### src/rtl/mem_map_pkg.sv
// rtl/mem_map_pkg.sv - shared types and default address map for mem_region_ctrl
package mem_map_pkg;

    typedef enum logic [1:0] {
        RST_HOLD = 2'd0,
        CFG      = 2'd1,
        RUN      = 2'd2,
        HALTED   = 2'd3
    } state_t;

    localparam logic [1:0] CFG_SEL_BOT = 2'b00;
    localparam logic [1:0] CFG_SEL_TOP = 2'b01;
    localparam logic [1:0] CFG_SEL_EN  = 2'b10;
    localparam logic [1:0] CFG_SEL_RSV = 2'b11;

    localparam logic [63:0] DEF_IM_BOT = 64'h0000_0000_0000_0000;
    localparam logic [63:0] DEF_IM_TOP = 64'h0000_0007_FFFF_FFFF;
    localparam logic [63:0] DEF_DM_BOT = 64'h0000_0008_0000_0000;
    localparam logic [63:0] DEF_DM_TOP = 64'h0000_000F_FFFF_FFFF;

endpackage

### src/rtl/mem_region_ctrl_if.sv
// rtl/mem_region_ctrl_if.sv - config write and address lookup bus
interface mem_region_ctrl_if #(
    parameter int ADDR_W      = 64,
    parameter int NUM_REGIONS = 4
);
    localparam int IDX_W = $clog2(NUM_REGIONS);

    logic              cfg_we;
    logic [IDX_W-1:0]  cfg_idx;
    logic [1:0]        cfg_sel;
    logic [ADDR_W-1:0] cfg_data;
    logic              cfg_ack;
    logic              cfg_err;
    logic              lk_valid;
    logic [ADDR_W-1:0] lk_addr;
    logic              lk_rvalid;
    logic              lk_hit;
    logic [IDX_W-1:0]  lk_region;

    modport master (
        output cfg_we, cfg_idx, cfg_sel, cfg_data, lk_valid, lk_addr,
        input  cfg_ack, cfg_err, lk_rvalid, lk_hit, lk_region
    );

    modport slave (
        input  cfg_we, cfg_idx, cfg_sel, cfg_data, lk_valid, lk_addr,
        output cfg_ack, cfg_err, lk_rvalid, lk_hit, lk_region
    );

endinterface

### src/rtl/region_match.sv
// rtl/region_match.sv - single-window inclusive range comparator
module region_match #(
    parameter int ADDR_W = 64
) (
    input  logic [ADDR_W-1:0] bot,
    input  logic [ADDR_W-1:0] top,
    input  logic              en,
    input  logic [ADDR_W-1:0] addr,
    output logic              in_range
);

    // Both bounds are inclusive so an all-ones top still covers the last address
    assign in_range = en && (addr >= bot) && (addr <= top);

endmodule

### src/rtl/mem_region_ctrl.sv
// rtl/mem_region_ctrl.sv - programmable region table, core run FSM and lookup port
module mem_region_ctrl
    import mem_map_pkg::*;
#(
    parameter int ADDR_W      = 64,
    parameter int NUM_REGIONS = 4,
    parameter int RST_CYCLES  = 16
) (
    input  logic                          clk,
    input  logic                          reset_n,
    input  logic                          sw_reset,
    input  logic                          start,
    input  logic                          halt,
    mem_region_ctrl_if.slave              bus,
    output logic                          core_reset,
    output logic                          continue_val,
    output state_t                        state_o,
    output logic [NUM_REGIONS*ADDR_W-1:0] region_bot,
    output logic [NUM_REGIONS*ADDR_W-1:0] region_top
);

    localparam int IDX_W = $clog2(NUM_REGIONS);
    localparam int CNT_W = $clog2(RST_CYCLES + 1);

    state_t                   state_q, state_d;
    logic [CNT_W-1:0]         cnt_q, cnt_d;
    logic [ADDR_W-1:0]        bot_q [NUM_REGIONS];
    logic [ADDR_W-1:0]        bot_d [NUM_REGIONS];
    logic [ADDR_W-1:0]        top_q [NUM_REGIONS];
    logic [ADDR_W-1:0]        top_d [NUM_REGIONS];
    logic [NUM_REGIONS-1:0]   en_q, en_d;
    logic                     cfg_ack_q, cfg_ack_d;
    logic                     cfg_err_q, cfg_err_d;
    logic                     lk_rvalid_q, lk_rvalid_d;
    logic                     lk_hit_q, lk_hit_d;
    logic [IDX_W-1:0]         lk_region_q, lk_region_d;

    logic                     cfg_ok;
    logic                     wr_legal;
    logic                     wr_acc;
    logic                     start_err;
    logic [NUM_REGIONS-1:0]   in_range;
    logic                     hit_c;
    logic [IDX_W-1:0]         idx_c;

    function automatic logic [ADDR_W-1:0] def_bot(input int i);
        return (i == 1) ? ADDR_W'(DEF_DM_BOT) : ADDR_W'(DEF_IM_BOT);
    endfunction

    function automatic logic [ADDR_W-1:0] def_top(input int i);
        if (i == 0) return ADDR_W'(DEF_IM_TOP);
        if (i == 1) return ADDR_W'(DEF_DM_TOP);
        return '0;
    endfunction

    // Table is legal when something is enabled, every enabled window is well formed and none overlap
    always_comb begin
        cfg_ok = |en_q;
        for (int i = 0; i < NUM_REGIONS; i++) begin
            if (en_q[i] && (bot_q[i] > top_q[i])) cfg_ok = 1'b0;
            for (int j = i + 1; j < NUM_REGIONS; j++) begin
                if (en_q[i] && en_q[j] && (bot_q[i] <= top_q[j]) && (bot_q[j] <= top_q[i]))
                    cfg_ok = 1'b0;
            end
        end
    end

    // Writes land only in CFG; reserved selector or out-of-range index is rejected
    always_comb begin
        wr_legal  = (state_q == CFG) && (bus.cfg_sel != CFG_SEL_RSV) &&
                    (32'(bus.cfg_idx) < NUM_REGIONS);
        wr_acc    = bus.cfg_we && wr_legal;
        start_err = start && !sw_reset && (state_q == CFG) && !cfg_ok;
        cfg_ack_d = wr_acc;
        cfg_err_d = (bus.cfg_we && !wr_legal) || start_err;
        bot_d     = bot_q;
        top_d     = top_q;
        en_d      = en_q;
        if (wr_acc) begin
            case (bus.cfg_sel)
                CFG_SEL_BOT: bot_d[bus.cfg_idx] = bus.cfg_data;
                CFG_SEL_TOP: top_d[bus.cfg_idx] = bus.cfg_data;
                CFG_SEL_EN:  en_d[bus.cfg_idx]  = bus.cfg_data[0];
                default:     ;
            endcase
        end
    end

    // Core sequencing: sw_reset wins over halt, halt wins over start
    always_comb begin
        state_d = state_q;
        cnt_d   = cnt_q;
        if (sw_reset) begin
            state_d = RST_HOLD;
            cnt_d   = '0;
        end else begin
            case (state_q)
                RST_HOLD: begin
                    if (cnt_q == CNT_W'(RST_CYCLES - 1)) begin
                        state_d = CFG;
                        cnt_d   = '0;
                    end else begin
                        cnt_d = cnt_q + CNT_W'(1);
                    end
                end
                CFG:     if (start && cfg_ok) state_d = RUN;
                RUN:     if (halt) state_d = HALTED;
                HALTED:  if (!halt && start) state_d = RUN;
                default: state_d = RST_HOLD;
            endcase
        end
    end

    generate
        for (genvar g = 0; g < NUM_REGIONS; g++) begin : g_match
            region_match #(.ADDR_W(ADDR_W)) u_match (
                .bot      (bot_q[g]),
                .top      (top_q[g]),
                .en       (en_q[g]),
                .addr     (bus.lk_addr),
                .in_range (in_range[g])
            );
            assign region_bot[g*ADDR_W +: ADDR_W] = bot_q[g];
            assign region_top[g*ADDR_W +: ADDR_W] = top_q[g];
        end
    endgenerate

    // Lowest matching index wins; scan downward so the last assignment is the lowest
    always_comb begin
        hit_c = 1'b0;
        idx_c = '0;
        for (int i = NUM_REGIONS - 1; i >= 0; i--) begin
            if (in_range[i]) begin
                hit_c = 1'b1;
                idx_c = IDX_W'(i);
            end
        end
        lk_rvalid_d = bus.lk_valid;
        lk_hit_d    = bus.lk_valid ? hit_c : lk_hit_q;
        lk_region_d = bus.lk_valid ? idx_c : lk_region_q;
    end

    // State, table and response registers; only reset_n restores the default map
    always_ff @(posedge clk or negedge reset_n) begin
        if (!reset_n) begin
            state_q     <= RST_HOLD;
            cnt_q       <= '0;
            cfg_ack_q   <= 1'b0;
            cfg_err_q   <= 1'b0;
            lk_rvalid_q <= 1'b0;
            lk_hit_q    <= 1'b0;
            lk_region_q <= '0;
            for (int i = 0; i < NUM_REGIONS; i++) begin
                bot_q[i] <= def_bot(i);
                top_q[i] <= def_top(i);
                en_q[i]  <= (i < 2);
            end
        end else begin
            state_q     <= state_d;
            cnt_q       <= cnt_d;
            cfg_ack_q   <= cfg_ack_d;
            cfg_err_q   <= cfg_err_d;
            lk_rvalid_q <= lk_rvalid_d;
            lk_hit_q    <= lk_hit_d;
            lk_region_q <= lk_region_d;
            bot_q       <= bot_d;
            top_q       <= top_d;
            en_q        <= en_d;
        end
    end

    assign bus.cfg_ack   = cfg_ack_q;
    assign bus.cfg_err   = cfg_err_q;
    assign bus.lk_rvalid = lk_rvalid_q;
    assign bus.lk_hit    = lk_hit_q;
    assign bus.lk_region = lk_region_q;
    assign core_reset    = (state_q == RST_HOLD) || (state_q == CFG);
    assign continue_val  = (state_q == RUN);
    assign state_o       = state_q;

endmodule
### src/flat_wrapper.sv
// flat-port wrapper written by rule: the top's interface ports become plain ports
module mem_region_ctrl_flat import mem_map_pkg::*;
#(
    parameter int ADDR_W      = 64,
    parameter int NUM_REGIONS = 4,
    parameter int RST_CYCLES  = 16
)
  (clk, reset_n, sw_reset, start, halt, core_reset, continue_val, state_o, region_bot, region_top, bus_cfg_we, bus_cfg_idx, bus_cfg_sel, bus_cfg_data, bus_lk_valid, bus_lk_addr, bus_cfg_ack, bus_cfg_err, bus_lk_rvalid, bus_lk_hit, bus_lk_region);
  mem_region_ctrl_if #(.ADDR_W(ADDR_W), .NUM_REGIONS(NUM_REGIONS)) bus_i ();
  input  logic clk;
  input  logic reset_n;
  input  logic sw_reset;
  input  logic start;
  input  logic halt;
  output logic core_reset;
  output logic continue_val;
  output state_t state_o;
  output logic [NUM_REGIONS*ADDR_W-1:0] region_bot;
  output logic [NUM_REGIONS*ADDR_W-1:0] region_top;
  input wire logic [$bits(bus_i.cfg_we)-1:0] bus_cfg_we;
  input wire logic [$bits(bus_i.cfg_idx)-1:0] bus_cfg_idx;
  input wire logic [$bits(bus_i.cfg_sel)-1:0] bus_cfg_sel;
  input wire logic [$bits(bus_i.cfg_data)-1:0] bus_cfg_data;
  input wire logic [$bits(bus_i.lk_valid)-1:0] bus_lk_valid;
  input wire logic [$bits(bus_i.lk_addr)-1:0] bus_lk_addr;
  output wire logic [$bits(bus_i.cfg_ack)-1:0] bus_cfg_ack;
  output wire logic [$bits(bus_i.cfg_err)-1:0] bus_cfg_err;
  output wire logic [$bits(bus_i.lk_rvalid)-1:0] bus_lk_rvalid;
  output wire logic [$bits(bus_i.lk_hit)-1:0] bus_lk_hit;
  output wire logic [$bits(bus_i.lk_region)-1:0] bus_lk_region;
  assign bus_i.cfg_we = bus_cfg_we;
  assign bus_i.cfg_idx = bus_cfg_idx;
  assign bus_i.cfg_sel = bus_cfg_sel;
  assign bus_i.cfg_data = bus_cfg_data;
  assign bus_i.lk_valid = bus_lk_valid;
  assign bus_i.lk_addr = bus_lk_addr;
  assign bus_cfg_ack = bus_i.cfg_ack;
  assign bus_cfg_err = bus_i.cfg_err;
  assign bus_lk_rvalid = bus_i.lk_rvalid;
  assign bus_lk_hit = bus_i.lk_hit;
  assign bus_lk_region = bus_i.lk_region;
  mem_region_ctrl #(.ADDR_W(ADDR_W), .NUM_REGIONS(NUM_REGIONS), .RST_CYCLES(RST_CYCLES)) u_core (.clk(clk), .reset_n(reset_n), .sw_reset(sw_reset), .start(start), .halt(halt), .bus(bus_i), .core_reset(core_reset), .continue_val(continue_val), .state_o(state_o), .region_bot(region_bot), .region_top(region_top));
endmodule
### config.mk
export PLATFORM = sky130hd
export DESIGN_NAME = mem_region_ctrl_flat
export DESIGN_NICKNAME = d
export VERILOG_FILES = /design/src/rtl/mem_map_pkg.sv /design/src/rtl/mem_region_ctrl_if.sv /design/src/rtl/region_match.sv /design/src/rtl/mem_region_ctrl.sv /design/src/flat_wrapper.sv
export SDC_FILE = /design/constraint.sdc
export NUM_CORES = 2
export LEC_CHECK = 0
export BUFFER_PORTS_ARGS = -buffer_cell sky130_fd_sc_hd__buf_4
export CORE_MARGIN = 1.5
export CORE_UTILIZATION = 50
export DETAILED_ROUTE_END_ITERATION = 6
export HOLD_SLACK_MARGIN = 0.08
export PLACE_DENSITY = 0.73
export REMOVE_ABC_BUFFERS = 1
export SKIP_LAST_GASP = 1
export SYNTH_ARGS = -nofsm -noshare
export SYNTH_HDL_FRONTEND = slang
export SYNTH_SLANG_ARGS = --single-unit
### constraint.sdc
create_clock -name clk -period 3.1 [get_ports clk]
set_clock_uncertainty 0.2 [all_clocks]
set_input_delay 0.155 -clock clk [delete_from_list [all_inputs] [get_ports clk]]
set_output_delay 0.155 -clock clk [all_outputs]
set_load 0.03 [all_outputs]
Word level (Yosys, flattened, before mapping):

Index checks and enable logic that the tools add are counted.

* $add $sub $neg: 1
* magnitude comparators: 28
* equal/unequal tests: 11
* multiplexer cells: 34
* bitwise operators: 1
* reductions and logical operators: 54

Operator list (number)
* <= comparator 64 bit: 16
* bitwise mux 256 bit: 2
* >= comparator 64 bit: 4
* > comparator 64 bit: 4
* demux 64 bit (select 2 bit): 1
* 2-to-1 mux 64 bit: 1
* logical AND 1 bit: 40
* 2-to-1 mux 2 bit: 9
* 2-to-1 mux 1 bit: 15
* 2-to-1 mux 5 bit: 3
* != test 3 x 2 -> 1 bit, second input constant: 3
* case mux 2 bit (4 select lines): 1
* == test 2 bit, second input constant: 3
* AND reduction 2 bit: 3
* adder 5 x 1 -> 5 bit, second input constant: 1
* == test 5 x 4 -> 1 bit, second input constant: 1
* bitwise mux 4 bit: 1
* == test 2 x 1 -> 1 bit, second input constant: 2
* zero test 1 bit: 4
* zero test 2 bit: 2
* AND reduction 4 bit: 1
* OR reduction 4 bit: 1
* >= comparator 3 bit, second input constant: 1
* < comparator 2 x 3 -> 1 bit, second input constant: 1
* other kinds (8): 9

* register bits after elaboration: 529
* logic and storage cells: 145

Depth between registers and ports, before layout:

* depth after elaboration: 16
* gate-level depth with buffers: 11
* mapped depth without buffers: 11

By module:

From an unflattened synthesis, not the netlist that was laid out.

* cell total of the unflattened synthesis: 5893
* area, all modules: 55345.6 um^2

By module, submodules not included
* mem_region_ctrl: instances 1, cells an instance 4054, area each 42479.5 um^2, sequential area each 13330.3 um^2
* region_match (u_core.g_match[1].u_match ...): instances 3, cells an instance 461, area each 3218.1 um^2, sequential area each 0.0 um^2
* region_match (u_core.g_match[0].u_match): instances 1, cells an instance 456, area each 3211.8 um^2, sequential area each 0.0 um^2

Least setup slack after synthesis:

Ideal clock, no wire load.

* path type: register to register
* start point: register u_core.top_q, in the netlist u_core.region_top[22]
* end point: register u_core.cfg_err_q, in the netlist u_core.bus.cfg_err
* library setup time: 0.138 ns
* arrival time: 3.065 ns
* required time: 2.762 ns
* setup slack: -0.303 ns
* stages on the path, launching flop included: 12
* path through: dfstp_2 -> inv_1 -> ha_1 -> nand4_1 -> nor3_1 -> nand4_1 -> o41a_1 -> o22ai_1 -> o21ai_1 -> or4_1 -> o311ai_1 -> o211ai_1

* longest elaborated chain between the ends: 15

Ends and longest elaborated chain
* start, declared: RTL line mem_region_ctrl.sv:29 `logic [ADDR_W-1:0] top_q [NUM_REGIONS];`
* start signal, assigned by index: RTL line mem_region_ctrl.sv:155 `top_q[i] <= def_top(i);`
* start signal, assigned: RTL line mem_region_ctrl.sv:167 `top_q <= top_d;`
* > comparator 64 bit: RTL line mem_region_ctrl.sv:60 `if (en_q[i] && (bot_q[i] > top_q[i])) cfg_ok = 1'b0;`
* logical AND 1 bit: RTL line mem_region_ctrl.sv:60
* 2-to-1 mux 1 bit: RTL line mem_region_ctrl.sv:60
* 2-to-1 mux 1 bit (2 in series): RTL line mem_region_ctrl.sv:62 `if (en_q[i] && en_q[j] && (bot_q[i] <= top_q[j]) && (bot_q[j] <= top_q[i]))`
* 2-to-1 mux 1 bit *: RTL line mem_region_ctrl.sv:62
* 2-to-1 mux 1 bit *: RTL line mem_region_ctrl.sv:60
* 2-to-1 mux 1 bit * (2 in series): RTL line mem_region_ctrl.sv:62
* 2-to-1 mux 1 bit *: RTL line mem_region_ctrl.sv:60
* 2-to-1 mux 1 bit *: RTL line mem_region_ctrl.sv:62
* 2-to-1 mux 1 bit *: RTL line mem_region_ctrl.sv:60
* zero test 1 bit *: RTL line mem_region_ctrl.sv:73 `start_err = start && !sw_reset && (state_q == CFG) && !cfg_ok;`
* logical AND 1 bit *: RTL line mem_region_ctrl.sv:73
* logical OR 1 bit *: RTL line mem_region_ctrl.sv:75 `cfg_err_d = (bus.cfg_we && !wr_legal) || start_err;`
* named net u_core.cfg_err_d: RTL line mem_region_ctrl.sv:33 `logic cfg_err_q, cfg_err_d;`
* end signal, assigned: RTL line mem_region_ctrl.sv:162 `cfg_err_q <= cfg_err_d;`
* end, declared: RTL line mem_region_ctrl.sv:33

The timed path passes the listed nets; every way through them passes the cells marked *.
A chain may end at the register's enable or synchronous reset.

Worst setup path after layout:

* start point: register u_core.bot_q, in the netlist u_core.region_bot[58]
* end point: register u_core.cfg_err_q, in the netlist u_core.bus.cfg_err

* longest elaborated chain between the ends: 15

Ends and longest elaborated chain
* start, declared: RTL line mem_region_ctrl.sv:27 `logic [ADDR_W-1:0] bot_q [NUM_REGIONS];`
* start signal, assigned by index: RTL line mem_region_ctrl.sv:154 `bot_q[i] <= def_bot(i);`
* start signal, assigned: RTL line mem_region_ctrl.sv:166 `bot_q <= bot_d;`
* > comparator 64 bit or <= comparator 64 bit (tied branches): RTL line mem_region_ctrl.sv:60, mem_region_ctrl.sv:62
* logical AND 1 bit, on equally long branches: RTL line mem_region_ctrl.sv:60, mem_region_ctrl.sv:62
* 2-to-1 mux 1 bit or logical AND 1 bit (tied branches): RTL line mem_region_ctrl.sv:60, mem_region_ctrl.sv:62
* 2-to-1 mux 1 bit (2 in series): RTL line mem_region_ctrl.sv:62
* 2-to-1 mux 1 bit *: RTL line mem_region_ctrl.sv:62
* 2-to-1 mux 1 bit *: RTL line mem_region_ctrl.sv:60
* 2-to-1 mux 1 bit * (2 in series): RTL line mem_region_ctrl.sv:62
* 2-to-1 mux 1 bit *: RTL line mem_region_ctrl.sv:60
* 2-to-1 mux 1 bit *: RTL line mem_region_ctrl.sv:62
* 2-to-1 mux 1 bit *: RTL line mem_region_ctrl.sv:60
* zero test 1 bit *: RTL line mem_region_ctrl.sv:73
* logical AND 1 bit *: RTL line mem_region_ctrl.sv:73
* logical OR 1 bit *: RTL line mem_region_ctrl.sv:75
* named net u_core.cfg_err_d: RTL line mem_region_ctrl.sv:33

Marks and branches as above.

==> out/results.ini <==
[synthesis]
yosysSeqAreaShare=0.247
ys.flop_type=dfrtp_1
synth_area_leaders=ha_1 36%, dfrtp_1 21%, o21ai_0 6.7%
netlist_area_um2=53900
synthDistinctLibCells=80
ys_ff_latch=529
ys_async_sr_fraction=1.00
ys_warn_count=0
synth_edf_count=0
yosysTopAreaCellShare=0.357
synth.avg_cell_area_um2=8.68
synth_top_area_cell=ha_1
synth_cells=6210

[floorplan]
fp-row-count=120
fp.dieH_um=331
die_area_um2=110000
initial_utilization=0.504
die-width_um=331
io_pins=661
coreArea_um2=107000

[routing]
via_count=62474
viasPerCell=6.26
drtAntennaViolNets=0
drcViolationCount=2
drt_first_pass_iters=7
drtIter0Drc=7343
wire_per_inst_um=28.3
wl_um=283000

[status]
outcome=complete, but fails checks
violations=design-rule violations, negative setup slack

[clock_tree]
clk_transition_reported_paths_ps=70
clock-root-buffer=clkbuf_16
clock_latency_ps=670
clockBufferDepth=3
cts_made_buffers=70
cts_tree=yes
h-tree-depth=3
cts_sinks=529

[timing]
worst_slack_ps=-567
slew-limit-headroom=0.153
fmax_ghz=0.273
finalSetupTns_ps=-2410
finalCritPeriodShare=1.18
rsz0062_at_grt=true
layout_min_cycle_time_ps=3670
tightest_slew_ps=1260
maxSlewViolCount=0
finalSetupViolCount=6
hold_viol_final=0

[global_route]
grt_max_degree=87
grt_pass1_wl_um=403000
grt_overflow=0
track_usage=0.498
grt_antenna_before_repair=17
grt_pass1_vias=60070

[layout]
mostFrequentLayoutCells=2277 x buf_4, 1509 x ha_1, 780 x nand2_1
regArea_um2=13400
fill_cells=8386
multi_input_area_um2=38900
instances_no_fill=9980
drive_gt1_frac=0.320
nets=10193
final_common_cell=buf_4
synthToLayoutAreaGrowth_pct=43.3

[worst_setup_path]
rrSetupSlack_ps=-570
crit_type=reg2reg
start_kind=flop
cp.arrival_ps=4010
required_ps=3440
worstPathMaxFanout=2
worst_setup_path_end_kind=flop

[placed_design]
place_inst=9724
globalplace.congestion=1.09
portBuffers=660
dp_hpwl_um=231000

[power_and_ir_drop]
leakage_nw=40.3
power.density_nw_per_um2=1020
ir_worst_vdd_uv=739

[run]
cap_violations=0

[min_path]
hold_path.class=in2reg

-- report_power, final --
group / leakage (nW) / internal (mW) / switching, mW
Clock: 1.17 / 5.26 / 3.70
Combinational: 33.5 / 24.4 / 33.7
Sequential: 5.60 / 9.41 / 2.11
Total: 40.3 / 39.1 / 39.5
-- layout make-up --
| class | count | area share |
|---|---|---|
| Clock inverter | 31 | 0.00538 |
| Sequential cell | 529 | 0.173 |
| Timing Repair Buffer | 2409 | 0.243 |
| Inverter | 544 | 0.0265 |
| Antenna cell | 2 | 0.0000648 |
| Multi-Input combinational cell | 4963 | 0.504 |
| Clock buffer | 99 | 0.0258 |
| Tap cell | 1403 | 0.0227 |
-- worst max-delay path, stage by stage (launching register included) --
cell      delay (ps)
dfrtp_1          430
ha_4             290
nand4_1          280
buf_4            260
nor4_4           330
nand2_2          140
o41a_1           440
o22ai_1          150
o21ai_1           80
or4_4            570
o311ai_2         270
o211ai_1         110
-- Yosys cell counts (35+ instances only) --
library cell  number
nand4_1          294
a211oi_1          58
nor2b_1           44
nand3_1          120
o21ai_0          717
dfstp_2           74
dfrtp_1          455
a21oi_1          493
nor3_1            76
a21o_1           230
nor2_1           158
a221oi_1          37
clkbuf_1          98
buf_4             50
o211ai_1          47
inv_1            544
ha_1            1537
and4_1            35
nand2_1          786
nor4_1            41
o21a_1            35
-- worst paths after layout --
check	startpoint	depth (start not counted)	endpoint
min	bus_lk_valid	2	u_core.bus.lk_rvalid
max reg2reg	u_core.region_bot[58]	11	u_core.bus.cfg_err
max in group asynchronous	reset_n	3	u_core.region_top[92]
min in group asynchronous	reset_n	2	u_core.region_top[7]
max	u_core.region_bot[58]	11	u_core.bus.cfg_err
min reg2reg	u_core.bus.lk_region[0]	2	u_core.bus.lk_region[0]
-- kinds of logic (layout without fill, tap and decap cells) --
kind of cell	count (synthesis)	after routing	synth area share
compound gates	1778	1778	0.195
xor+xnor	2	2	0.000325
fa+ha+maj	1537	1537	0.357
buf+inv	718	3083	0.0538
flops	529	529	0.247
mux	10	10	0.00207
other cells	0	2	0
simple gates	1636	1636	0.144
-- timing repair --
item                                    in CTS  in global routing
gates resized for setup                    216                 57
hold buffers                                79                  0
pin swaps                                   93                 25
endpoints found under the setup margin       6                  7
buffers inserted                            37                  8
hold endpoints to repair                  1001                  0
-- sequential cells by signal, indices dropped and copies added, names as in the netlist --
name                  flops
u_core.bus.cfg_ack        1
u_core.bus.cfg_err        1
u_core.bus.lk_hit         1
u_core.bus.lk_region      2
u_core.bus.lk_rvalid      1
u_core.cnt_q              5
u_core.en_q               4
u_core.region_bot       256
u_core.region_top       256
u_core.state_o            2
-- per-stage QoR --
stage               cell area (µm²)  utilization  hold WS, ps  worst slack, ps  power [mW]
detailed placement            72400        0.677         9.12             -955        65.7
finish                        77300        0.722          127             -567        78.6
global route                  77300        0.722          113             -596        82.4
global placement              72400        0.677         23.6             -952        64.3
CTS                           76900        0.719         99.4             -478        76.1
floorplan                     53100            -         -341            -4540        36.8
-- layer usage --
layer  track usage  share of wire
met4         0.325          0.078
met3         0.135           0.13
met5             0        0.00049
met2         0.748           0.42
met1         0.628           0.38
Note: power is estimated with default switching activity, not from simulation.
